File: src/rtl/pc_sequencer_if.sv
// Fetch-side bus between the PC sequencer and instruction memory.
// The sequencer (master) publishes the fetch address and request.
// Instruction memory (slave) answers with a ready/accept strobe.
interface pc_sequencer_if #(
   parameter int ADDR_W = 32
);
   logic [ADDR_W-1:0] pc;
   logic [ADDR_W-1:0] pc_plus4;
   logic              fetch_valid;
   logic              imem_ready;

   modport master (
      output pc,
      output pc_plus4,
      output fetch_valid,
      input  imem_ready
   );

   modport slave (
      input  pc,
      input  pc_plus4,
      input  fetch_valid,
      output imem_ready
   );
endinterface

File: src/rtl/pc_sequencer.sv
// Program counter owner and fetch sequencer for the processor front end.
// It picks the next PC from the sequential path, a branch target, or an
// immediate or register jump target. It also runs the fetch handshake,
// stall holds, the post-redirect flush window and halt/resume.
//
// Optional feature macro: MISALIGN_TRAP_EN
//   Defined:   a redirect to a target with nonzero low bits loads the raw
//              target, sets the sticky misalign_err output and parks in HALT.
//   Undefined: target low bits are cleared before loading, and there is no
//              misalign_err port.
module pc_sequencer #(
   parameter int                ADDR_W       = 32,
   parameter logic [ADDR_W-1:0] RESET_PC     = '0,
   parameter int                FLUSH_CYCLES = 2
) (
   input  logic               clk,
   input  logic               rst,
   pc_sequencer_if.master     fetch,
   input  logic [1:0]         NextInstrSel,
   input  logic [1:0]         JMPSel,
   input  logic [ADDR_W-1:0]  AddressB,
   input  logic [ADDR_W-1:0]  AddressI,
   input  logic [ADDR_W-1:0]  AddressR,
   input  logic               stall,
   input  logic               halt,
   input  logic               resume,
   output logic               flush,
   output logic [1:0]         state
`ifdef MISALIGN_TRAP_EN
   ,
   output logic               misalign_err
`endif
);

   // The flush counter only needs to hold FLUSH_CYCLES-1.
   // It is kept at least one bit wide so that it exists even when there is no flush window.
   localparam int CNT_W = (FLUSH_CYCLES > 2) ? $clog2(FLUSH_CYCLES) : 1;
   localparam logic [CNT_W-1:0] FLUSH_LOAD =
      (FLUSH_CYCLES > 0) ? CNT_W'(FLUSH_CYCLES - 1) : '0;

   typedef enum logic [1:0] {
      IDLE  = 2'b00,
      RUN   = 2'b01,
      FLUSH = 2'b10,
      HALT  = 2'b11
   } state_t;

   state_t            cur_state;
   state_t            next_state;
   logic [ADDR_W-1:0] pc_q;
   logic [ADDR_W-1:0] pc_next;
   logic [CNT_W-1:0]  cnt_q;
   logic [CNT_W-1:0]  cnt_next;
   logic              redirect;
   logic [ADDR_W-1:0] target;
   logic [ADDR_W-1:0] aligned_target;
`ifdef MISALIGN_TRAP_EN
   logic              err_q;
   logic              err_next;
`endif

   // Decode the PC decoder's select into a redirect request and its target address.
   always_comb begin
      redirect = 1'b0;
      target   = '0;
      case (NextInstrSel)
         2'b11: begin
            redirect = 1'b1;
            target   = AddressB;
         end
         2'b01: begin
            if (JMPSel == 2'b01) begin
               redirect = 1'b1;
               target   = AddressI;
            end else if (JMPSel == 2'b10) begin
               redirect = 1'b1;
               target   = AddressR;
            end
         end
         default: begin
            redirect = 1'b0;
            target   = '0;
         end
      endcase
   end

   assign aligned_target = target & ~ADDR_W'(3);

   // Next-state, next-PC and flush-counter logic for the sequencing FSM.
   always_comb begin
      next_state = cur_state;
      pc_next    = pc_q;
      cnt_next   = cnt_q;
`ifdef MISALIGN_TRAP_EN
      err_next   = err_q;
`endif
      case (cur_state)
         IDLE: begin
            next_state = RUN;
         end
         RUN: begin
            if (redirect) begin
`ifdef MISALIGN_TRAP_EN
               if (target[1:0] != 2'b00) begin
                  pc_next    = target;
                  err_next   = 1'b1;
                  next_state = HALT;
               end else
`endif
               begin
                  pc_next = aligned_target;
                  if (FLUSH_CYCLES > 0) begin
                     next_state = FLUSH;
                     cnt_next   = FLUSH_LOAD;
                  end
               end
            end else if (halt) begin
               next_state = HALT;
            end else if (fetch.imem_ready && !stall) begin
               pc_next = pc_q + ADDR_W'(4);
            end
         end
         FLUSH: begin
            if (cnt_q == '0) begin
               next_state = RUN;
            end else begin
               cnt_next = cnt_q - CNT_W'(1);
            end
         end
         HALT: begin
            if (resume) begin
               next_state = RUN;
            end
         end
         default: begin
            next_state = IDLE;
         end
      endcase
   end

   // State, PC and flush-counter registers. Reset acts immediately from any state.
   always_ff @(posedge clk or negedge rst) begin
      if (!rst) begin
         cur_state <= IDLE;
         pc_q      <= RESET_PC;
         cnt_q     <= '0;
`ifdef MISALIGN_TRAP_EN
         err_q     <= 1'b0;
`endif
      end else begin
         cur_state <= next_state;
         pc_q      <= pc_next;
         cnt_q     <= cnt_next;
`ifdef MISALIGN_TRAP_EN
         err_q     <= err_next;
`endif
      end
   end

   assign fetch.pc          = pc_q;
   assign fetch.pc_plus4    = pc_q + ADDR_W'(4);
   assign fetch.fetch_valid = (cur_state == RUN);
   assign flush             = (cur_state == FLUSH);
   assign state             = cur_state;
`ifdef MISALIGN_TRAP_EN
   assign misalign_err      = err_q;
`endif

endmodule

File: src/flat_wrapper.sv
// flat-port wrapper written by rule: the top's interface ports become plain ports
module pc_sequencer_flat 
#(
   parameter int                ADDR_W       = 32,
   parameter logic [ADDR_W-1:0] RESET_PC     = '0,
   parameter int                FLUSH_CYCLES = 2
)
  (clk, rst, NextInstrSel, JMPSel, AddressB, AddressI, AddressR, stall, halt, resume, flush, state, fetch_pc, fetch_pc_plus4, fetch_fetch_valid, fetch_imem_ready);
  pc_sequencer_if #(.ADDR_W(ADDR_W)) fetch_i ();
  input  logic clk;
  input  logic rst;
  input  logic [1:0] NextInstrSel;
  input  logic [1:0] JMPSel;
  input  logic [ADDR_W-1:0] AddressB;
  input  logic [ADDR_W-1:0] AddressI;
  input  logic [ADDR_W-1:0] AddressR;
  input  logic stall;
  input  logic halt;
  input  logic resume;
  output logic flush;
  output logic [1:0] state;
  output wire logic [$bits(fetch_i.pc)-1:0] fetch_pc;
  output wire logic [$bits(fetch_i.pc_plus4)-1:0] fetch_pc_plus4;
  output wire logic [$bits(fetch_i.fetch_valid)-1:0] fetch_fetch_valid;
  input wire logic [$bits(fetch_i.imem_ready)-1:0] fetch_imem_ready;
  assign fetch_pc = fetch_i.pc;
  assign fetch_pc_plus4 = fetch_i.pc_plus4;
  assign fetch_fetch_valid = fetch_i.fetch_valid;
  assign fetch_i.imem_ready = fetch_imem_ready;
  pc_sequencer #(.ADDR_W(ADDR_W), .RESET_PC(RESET_PC), .FLUSH_CYCLES(FLUSH_CYCLES)) u_core (.clk(clk), .rst(rst), .fetch(fetch_i), .NextInstrSel(NextInstrSel), .JMPSel(JMPSel), .AddressB(AddressB), .AddressI(AddressI), .AddressR(AddressR), .stall(stall), .halt(halt), .resume(resume), .flush(flush), .state(state));
endmodule
File: config.mk
export PLATFORM = sky130hd
export DESIGN_NAME = pc_sequencer_flat
export DESIGN_NICKNAME = d
export VERILOG_FILES = /design/src/rtl/pc_sequencer_if.sv /design/src/rtl/pc_sequencer.sv /design/src/flat_wrapper.sv
export SDC_FILE = /design/constraint.sdc
export NUM_CORES = 1
export LEC_CHECK = 0
export CAP_MARGIN = 20
export CORE_ASPECT_RATIO = 0.7
export CORE_MARGIN = 3
export CORE_UTILIZATION = 39
export CTS_CLUSTER_SIZE = 8
export DETAILED_ROUTE_END_ITERATION = 6
export GPL_TIMING_DRIVEN = 0
export PLACE_DENSITY = 0.86
export SYNTH_ARGS = -nofsm -noshare
export SYNTH_HDL_FRONTEND = slang
export SYNTH_SLANG_ARGS = --single-unit
export TNS_END_PERCENT = 5
File: constraint.sdc
create_clock -name clk -period 2.71 [get_ports clk]
set_input_delay 0.4065 -clock clk [delete_from_list [all_inputs] [get_ports clk]]
set_output_delay 0.4065 -clock clk [all_outputs]
set_load 0.02 [all_outputs]
======== Word-level counts from Yosys, hierarchy flattened ========
Index checks and enable logic that the tools add are counted.
W data, S select, Z words.
word-level totals
  memories ................................ 0
  output and inout bits ................... 68
  bits in latches ......................... 0
  memory bits (read-only) ................. 0
  register bits after elaboration ......... 35
  memory bits (writable) .................. 0
  input bits .............................. 106
  logic and storage cells ................. 42
cells by class
  mux-type cells .......................... 17
  $lt $le $gt $ge ......................... 0
  divide/modulo/power cells ............... 0
  add/subtract/negate cells ............... 2
  shifts and indexed selects .............. 0
  reductions and logical operators ........ 8
  equality and inequality tests ........... 12
  multipliers ............................. 0
  bitwise operators ....................... 0
operator list
  cell                     count
  $mux W32                 5
  $pmux W32 S2             1
  $add A32 B3 Y32 const B  1
  $eq A2 B2 Y1 const B     4
  $mux W2                  4
  $pmux W2 S4              1
  $eq A2 B1 Y1 const B     3
  $reduce_and A3 Y1        2
  $mux W1                  4
  $ne A2 B1 Y1 const B     2
  $ne A2 B2 Y1 const B     2
  $pmux W1 S2              2
  $reduce_bool A2 Y1       2
  $ne A3 B2 Y1 const B     1
  $logic_not A2 Y1         1
  $reduce_and A2 Y1        1
  $logic_and A1 B1 Y1      1
  $logic_not A1 Y1         1
  $sub A1 B1 Y1 const B    1

======== Longest topological paths before layout ========
Gate-level depths: netlist of the first run.
  depth after elaboration ................. 6
  gate-level depth with buffers ........... 9
  mapped depth without buffers ............ 7

======== Least setup slack after synthesis of the first run ========
Ideal clock, no wire load.
  path kind ............................... reg-to-output
  start point ............................. register u_core.pc_q[10], in the netlist u_core.fetch.pc[10]
  end point ............................... output port fetch_pc_plus4[31]
  arrival time ............................ 2.042 ns
  required time ........................... 2.304 ns
  cell stages (with the launch flop) ...... 7
  path buffers ............................ 1
  slack ................................... 0.261 ns
  cell sequence ........................... dfrtp_1 buf_2 nand4_4 nor4_4 nand3_1 nor2_1 xor2_1
between the ends
  word-level cells in the longest chain between the ends .. 1
ends and longest elaborated chain
  item                    RTL line             RTL
  from (decl)             pc_sequencer.sv:50   logic [ADDR_W-1:0] pc_q;
  from (signal assigned)  pc_sequencer.sv:152  pc_q <= pc_next;
  $add A32 B3 Y32         pc_sequencer.sv:161  assign fetch.pc_plus4 = pc_q + ADDR_W'(4);
  to (decl)               flat_wrapper.sv:23   output wire logic [$bits(fetch_i.pc_plus4)-1:0] fetch_pc_plus4;
Every way passes these cells.

======== Final worst setup path of the first run ========
  start point ............................. register u_core.pc_q[6], in the netlist u_core.fetch.pc[6]
  end point ............................... output port fetch_pc_plus4[31]
The elaborated chain is that of the path after synthesis.

==> reports/results.ini, run 1 <==
[timing]
clock_skew_ns = 0.006151
rsz0062_at_grt = yes
whs_ns = 0.1924
finalWorstSetupSlack_ns = 0.01767
post-route-min-period_ns = 2.692
drv_slew = 0
tightest_slew_ns = 0.7879
slew-limit-headroom_pct = 47.47
setup_viol = 0
max_freq_mhz = 371.4
hold_viol = 0
period_share_pct = 99.35

[layout]
seqCellArea_um2 = 834.6
n_antenna_cell = 0
drive_gt1_share_pct = 11.29
nets = 676
nFillCells = 579
multi_input_area_um2 = 2062
final_cell_area_um2 = 4918
syn2layout_area_growth_pct = 65.73
layout.cells.non_filler = 661

[setup_path]
crit_slowest_cell = dfrtp_2
cpPeakStageDelay_ns = 0.47
worstSetupPathType = flip-flop to output pin
worst_ep_required_time_ns = 2.30
rrSetupSlack_ns = 0.59
cp-start-kind = flip-flop
crit_arrival_ns = 2.29
end_kind = output pin
ff2ff_path_depth = 7
r2r_start = u_core.fetch.pc[10]$_DFFE_PN0P_
path_max_fanout = 10
crit_end = fetch_pc_plus4[31]
r2r_end = u_core.fetch.pc[27]$_DFFE_PN0P_
crit_chain = nand4_4 > nor2_2 > buf_4 > nand3_2 > nor2_1 > xor2_1 > dlygate4sd2_1
startpoint = u_core.fetch.pc[6]$_DFFE_PN0P_

[clock_tree]
clock_latency_ns = 0.29
clkTransAtPathRegs_ns = 0.07
clock-sinks = 33
h-tree-depth = 2
cts_buffers = 5
ctsRootBufferMaster = clkbuf_8
cts_tree = built
cts_hold_buf = 0
clockBufferDepth = 2

[global_routing]
grt_pass1_vias = 3785
overflow = 0
grt_max_degree = 34
antenna_found_initial = 0
grt.total_usage_pct = 31.36
grt_pass1_wl_mm = 20.89

[detailed_routing]
drt-pass1-iter-count = 5
detail-route-antenna-nets = 0
vias_per_cell = 6.054
drc = 0
first_iter_violations = 619
totalWireLength_mm = 13.74
vias = 4002
routedWlPerCell_um = 20.78

[logic_synthesis]
synth-edff-count = 0
synthSimpleGateAreaFrac_pct = 26.43
synth_cell_types = 50
synthMuxAreaShare_pct = 0.3373
synth_seq_cells = 33
ys.flop_type = dfrtp_1
synth_top_family_by_area = compound AO/OA/AOI/OAI gates
synth_compound_area_share_pct = 29.72
syn_area_um2 = 2968
avgSynthCellArea_um2 = 7.610
synthAdderAreaFrac_pct = 1.265
syn_inst = 390
ys_seq_area_share_pct = 27.82
synth_xor_area_share_pct = 8.263
yosys_warnings = 0
synthArstFlopShare_pct = 100.0

[die]
die_area_um2 = 8709
core_area_um2 = 7069
die-width_um = 110.3
ioPinCount = 174
rows = 25
die_h_um = 78.99
start_util_pct = 41.98

[power_and_ir_drop]
internal_power_w = 0.002186
vdd_ir_drop_max_mv = 0.5138
p_leak_nw = 1.977
pwr-share-comb_pct = 64.4
pwr-share-clk_pct = 9.0
p_per_area_nw_per_um2 = 877.6
power.net_switching_w = 0.002130
swShare_pct = 49.35
seqPwrFrac_pct = 26.6

[place]
io_buffers = 163
place_inst = 650
hpwl_mm = 10.78
routabilityCongestion = 0.9448
placed_cell_area_um2 = 4723
dp_slack_ns = -0.4465

[worst_hold_path]
hp-class = primary input to asynchronous set/reset pin

[outcome]
run_status = complete, no violations

[flow_run]
max_cap_viol_count = 0

flip-flops by register name, indices dropped and copies added, names as in the netlist:
name,flops
u_core.cnt_q,1
u_core.fetch.pc,30
u_core.state,2
logic make-up (layout without fill, tap and decap cells):
group | after synthesis | after routing
and+or+nand+nor | 149 | 149
AOI/OAI and AO/OA | 132 | 132
buffers and inverters | 43 | 217
DFF | 33 | 33
xor gates and xnor gates | 28 | 28
adders and majority gates | 3 | 3
other | 1 | 4
muxes | 1 | 1
stage by stage:
step,power (W),utilization (%),TNS [ns]
2_1_floorplan,0.002491,-,0
4_1_cts,0.004269,69.20,-0.3040
6_report,0.004316,69.58,0
3_5_place_dp,0.003898,66.81,-11.49
3_3_place_gp,0.003846,66.88,-11.43
5_1_grt,0.004543,69.58,-0.2229
final cells by class:
| class | count | share of cell area (%) |
|---|---|---|
| plain buffers | 32 | 3.256 |
| clock buffers | 7 | 1.755 |
| inverters | 10 | 0.7632 |
| multi-input cells | 317 | 41.92 |
| flip-flops and latches | 33 | 16.97 |
| well taps | 94 | 2.391 |
| repair buffers | 168 | 32.94 |
cells in the final DEF (no fill, tap or decap), types with 3 or more instances in the layout:
| cell type | instances |
|---|---|
| clkbuf_8 | 6 |
| xor2_1 | 8 |
| o311ai_0 | 3 |
| nand2b_1 | 3 |
| clkbuf_2 | 16 |
| o221ai_1 | 4 |
| and4_1 | 3 |
| nand4_1 | 11 |
| a22oi_1 | 17 |
| dfrtp_1 | 26 |
| dlygate4sd2_1 | 10 |
| nand3_1 | 26 |
| buf_4 | 11 |
| conb_1 | 4 |
| nor2_1 | 25 |
| o21ai_0 | 41 |
| nor4_4 | 4 |
| o22ai_1 | 5 |
| a221oi_1 | 12 |
| buf_2 | 4 |
| and3_1 | 4 |
| dlymetal6s2s_1 | 3 |
| inv_1 | 10 |
| clkbuf_1 | 13 |
| nand2_1 | 42 |
| dfrtp_2 | 7 |
| o31ai_1 | 3 |
| a2bb2oi_1 | 11 |
| xnor2_1 | 19 |
| nor3_1 | 5 |
| and2_1 | 3 |
| a21oi_1 | 22 |
| or4_1 | 4 |
| a221o_1 | 3 |
| clkdlybuf4s50_1 | 140 |
synth_stat cells (2+ instances only):
cell type	instances	area share [%]
a21oi_1	22	3.7
a22oi_1	17	4.3
and4_1	3	0.89
and3_1	5	1.1
nand4_1	11	2.3
buf_2	2	0.34
o211ai_1	2	0.51
or2_2	2	0.42
o221ai_1	4	1.2
buf_1	4	0.51
ha_1	3	1.3
nand4_2	2	0.84
nand2_1	43	5.4
or4_1	4	1.0
and2_1	3	0.63
nor2_1	27	3.4
xor2_1	8	2.4
nor3_1	6	1.0
o31ai_1	3	0.76
buf_4	4	1.0
or3_1	2	0.42
o21ai_0	41	6.9
o22ai_1	5	1.1
o311ai_0	3	0.89
a2bb2oi_1	11	3.2
inv_1	10	1.3
nor4_2	2	0.84
nor4_1	2	0.42
nor2b_1	2	0.42
xnor2_1	20	5.9
a221oi_1	12	3.5
clkbuf_1	23	2.9
dfrtp_1	33	28
nand3_1	28	4.7
o22a_1	2	0.59
a221o_1	3	1.0
nand2b_1	3	0.63
worst min path at each step:
stage,startpoint,end,slack [ns],cells past startpoint
global placement,u_core.cnt_q$_DFFE_PN0P_,u_core.state[0]$_DFFE_PN0P_,0.47,1
global route,rst,u_core.fetch.pc[22]$_DFFE_PN0P_,0.25,1
finish,rst,u_core.fetch.pc[19]$_DFFE_PN0P_,0.19,1
CTS,rst,u_core.fetch.pc[21]$_DFFE_PN0P_,0.21,1
detailed placement,u_core.cnt_q$_DFFE_PN0P_,u_core.state[0]$_DFFE_PN0P_,0.50,1
floorplan,rst,u_core.cnt_q$_DFFE_PN0P_,0.11,0
worst max-delay path: cells and delay by family (launching register included):
| family | cells | cell delay [ns] |
|---|---|---|
| DFF | 1 | 0.47 |
| buffers and inverters | 2 | 0.57 |
| and+or+nand+nor | 4 | 0.80 |
| xor gates and xnor gates | 1 | 0.15 |
power by group through the flow:
stage                     Sequential, W  Combinational, W  Clock, W
after floorplan                 0.00129           0.00120         0
after global placement          0.00109           0.00276         0
after detailed placement        0.00110           0.00280         0
after CTS                       0.00112           0.00277  0.000387
after global routing            0.00119           0.00294  0.000411
final                           0.00115           0.00278  0.000390
per-layer routing:
| metal | up-vias | part of all wire [%] | track usage, % |
|---|---|---|---|
| li1 | 1819 | - | - |
| met1 | 1845 | 41 | 44.50 |
| met4 | 0 | 1.5 | 6.396 |
| met5 | - | 0 | 0 |
| met2 | 312 | 44 | 46.91 |
| met3 | 26 | 13 | 9.748 |
repair_timing:
item | CTS | global route
setup buffers | 3 | 2
setup endpoints to repair | 46 | 47
pin swaps | 4 | 1
gates resized for setup | 49 | 40
No activity file was read; power rests on OpenSTA's default activity.
==> run 2: changes to the inputs <==
--- a/config.mk
+++ b/config.mk
@@ -10,3 +10,4 @@
 export CORE_MARGIN = 3
-export CORE_UTILIZATION = 39
+export CORE_UTILIZATION = 38
+export CTS_CLUSTER_DIAMETER = 30
 export CTS_CLUSTER_SIZE = 8
@@ -14,3 +15,3 @@
 export GPL_TIMING_DRIVEN = 0
-export PLACE_DENSITY = 0.86
+export PLACE_DENSITY = 0.84
 export SYNTH_ARGS = -nofsm -noshare
==> constraint.sdc (replaced) <==
create_clock -name clk -period 2.71 [get_ports clk]
set_input_delay 0.542 -clock clk [delete_from_list [all_inputs] [get_ports clk]]
set_output_delay 0.542 -clock clk [all_outputs]
set_load 0.02 [all_outputs]
==> reports/results.ini, run 2 (synthesis gave the netlist of run 1 again) <==
[clock_tree]
ctsRootBufferMaster = clkbuf_8
clock_latency_ns = 0.30
clock-sinks = 33
cts_tree = built
h-tree-depth = 2
cts_buffers = 5
clockBufferDepth = 2
clkTransAtPathRegs_ns = 0.08

[detailed_routing]
detail-route-antenna-nets = 0
totalWireLength_mm = 13.71
routedWlPerCell_um = 20.43
vias_per_cell = 6.146
drt-pass1-iter-count = 5
first_iter_violations = 574
vias = 4124
drc = 0

[place]
routabilityCongestion = 0.9436
io_buffers = 163
placed_cell_area_um2 = 4728
place_inst = 654
hpwl_mm = 10.37

[timing]
slew-limit-headroom_pct = 49.21
tightest_slew_ns = 0.7619
clock_skew_ns = 0.009427
finalWorstSetupSlack_ns = -0.02136
post-route-min-period_ns = 2.731
setup_viol = 4
whs_ns = 0.3143
max_freq_mhz = 366.1
period_share_pct = 100.8
drv_slew = 0
rsz0062_at_grt = yes
hold_viol = 0

[layout]
final_cell_area_um2 = 4996
n_antenna_cell = 0
post-route-util_pct = 67.06
drive_gt1_share_pct = 14.14
final_cell_mix = 139 x clkdlybuf4s50_1, 42 x nand2_1, 39 x o21ai_0
layout_commonest_cell = clkdlybuf4s50_1
syn2layout_area_growth_pct = 68.34
layout.cells.non_filler = 671
largest_reg_flops = 30
nets = 681

[setup_path]
worstSetupPathType = flip-flop to output pin
cp-start-kind = flip-flop
crit_arrival_ns = 2.19
path_max_fanout = 8
end_kind = output pin
worst_ep_required_time_ns = 2.17

[global_routing]
overflow = 0
grt_pass1_wl_mm = 20.73
grt_pass1_vias = 3818
busiest_layer = met2
grt.total_usage_pct = 29.42
antenna_found_initial = 0
use_met2_pct = 45.04
use_met3_pct = 8.106
grt_util_met1_pct = 41.00
grt_max_degree = 34

[power_and_ir_drop]
p_total_w = 0.004464
p_per_area_nw_per_um2 = 893.5
vdd_ir_drop_max_mv = 0.6538
p_leak_nw = 1.981

[die]
core_area_um2 = 7450
start_util_pct = 39.84
die-width_um = 111.6
die_area_um2 = 8924
die_h_um = 79.94
ioPinCount = 174
rows = 26

[flow_run]
max_cap_viol_count = 0

[outcome]
violations = setup timing
run_status = complete, but fails checks

[worst_hold_path]
hp-class = primary input to asynchronous set/reset pin

[run 2: worst paths after layout]
kind	startpoint	end	slack, ns	depth (start not counted)
min	rst	u_core.fetch.pc[31]$_DFFE_PN0P_	0.31	1
min in group clk	u_core.cnt_q$_DFFE_PN0P_	u_core.state[0]$_DFFE_PN0P_	0.50	1
max	u_core.fetch.pc[2]$_DFFE_PN0P_	fetch_pc_plus4[20]	-0.02	6
max reg2reg	u_core.fetch.pc[18]$_DFFE_PN0P_	u_core.fetch.pc[27]$_DFFE_PN0P_	0.63	7
min reg2reg	u_core.cnt_q$_DFFE_PN0P_	u_core.state[0]$_DFFE_PN0P_	0.50	1
max in group asynchronous	rst	u_core.fetch.pc[17]$_DFFE_PN0P_	1.87	1
[run 2: area by class of cell]
type | instances | area, um^2
Buffer | 33 | 175.2
Inverter | 10 | 37.54
Timing Repair Buffer | 172 | 1629
Tap cell | 98 | 122.6
Multi-Input combinational cell | 317 | 2078
Sequential cell | 33 | 838.3
Fill cell | 606 | 2454
Clock buffer | 5 | 68.82
Clock inverter | 3 | 46.29
[run 2: stage by stage]
stage | setup slack (ns) | setup TNS [ns]
global route | -0.1448 | -1.281
CTS | -0.1966 | -0.8014
detailed placement | -0.5623 | -17.83
finish | -0.02136 | -0.05875
global placement | -0.4802 | -15.27
floorplan | 0.1257 | 0
[run 2: power by group]
part / internal [W] / switching (W) / leakage (nW) / total, W
Clock: 0.000275 / 0.000212 / 0.0543 / 0.000487
Sequential: 0.000734 / 0.000434 / 0.372 / 0.00117
Combinational: 0.00127 / 0.00154 / 1.55 / 0.00281
Total: 0.00228 / 0.00219 / 1.98 / 0.00446
[run 2: metal layers]
layer / routed length, um / share of wire, %
met1: 5777 / 42
met2: 5975 / 44
met3: 1659 / 12
met4: 293 / 2.1
met5: 0 / 0
[run 2: worst max-delay path, stage by stage, from the launching register on]
cell and delay (ns):
dfrtp_2 0.45, ha_4 0.19, nand3_4 0.15, nor4_4 0.40, nand3_2 0.18, xnor2_1 0.19
clkdlybuf4s15_1 0.33
[run 2: what timing repair did]
action,in CTS,in global routing
hold buffers,0,0
hold endpoints to repair,0,0
endpoints found under the setup margin,50,44
pin swaps,7,4
buffers inserted,4,5
gates resized for setup,77,47
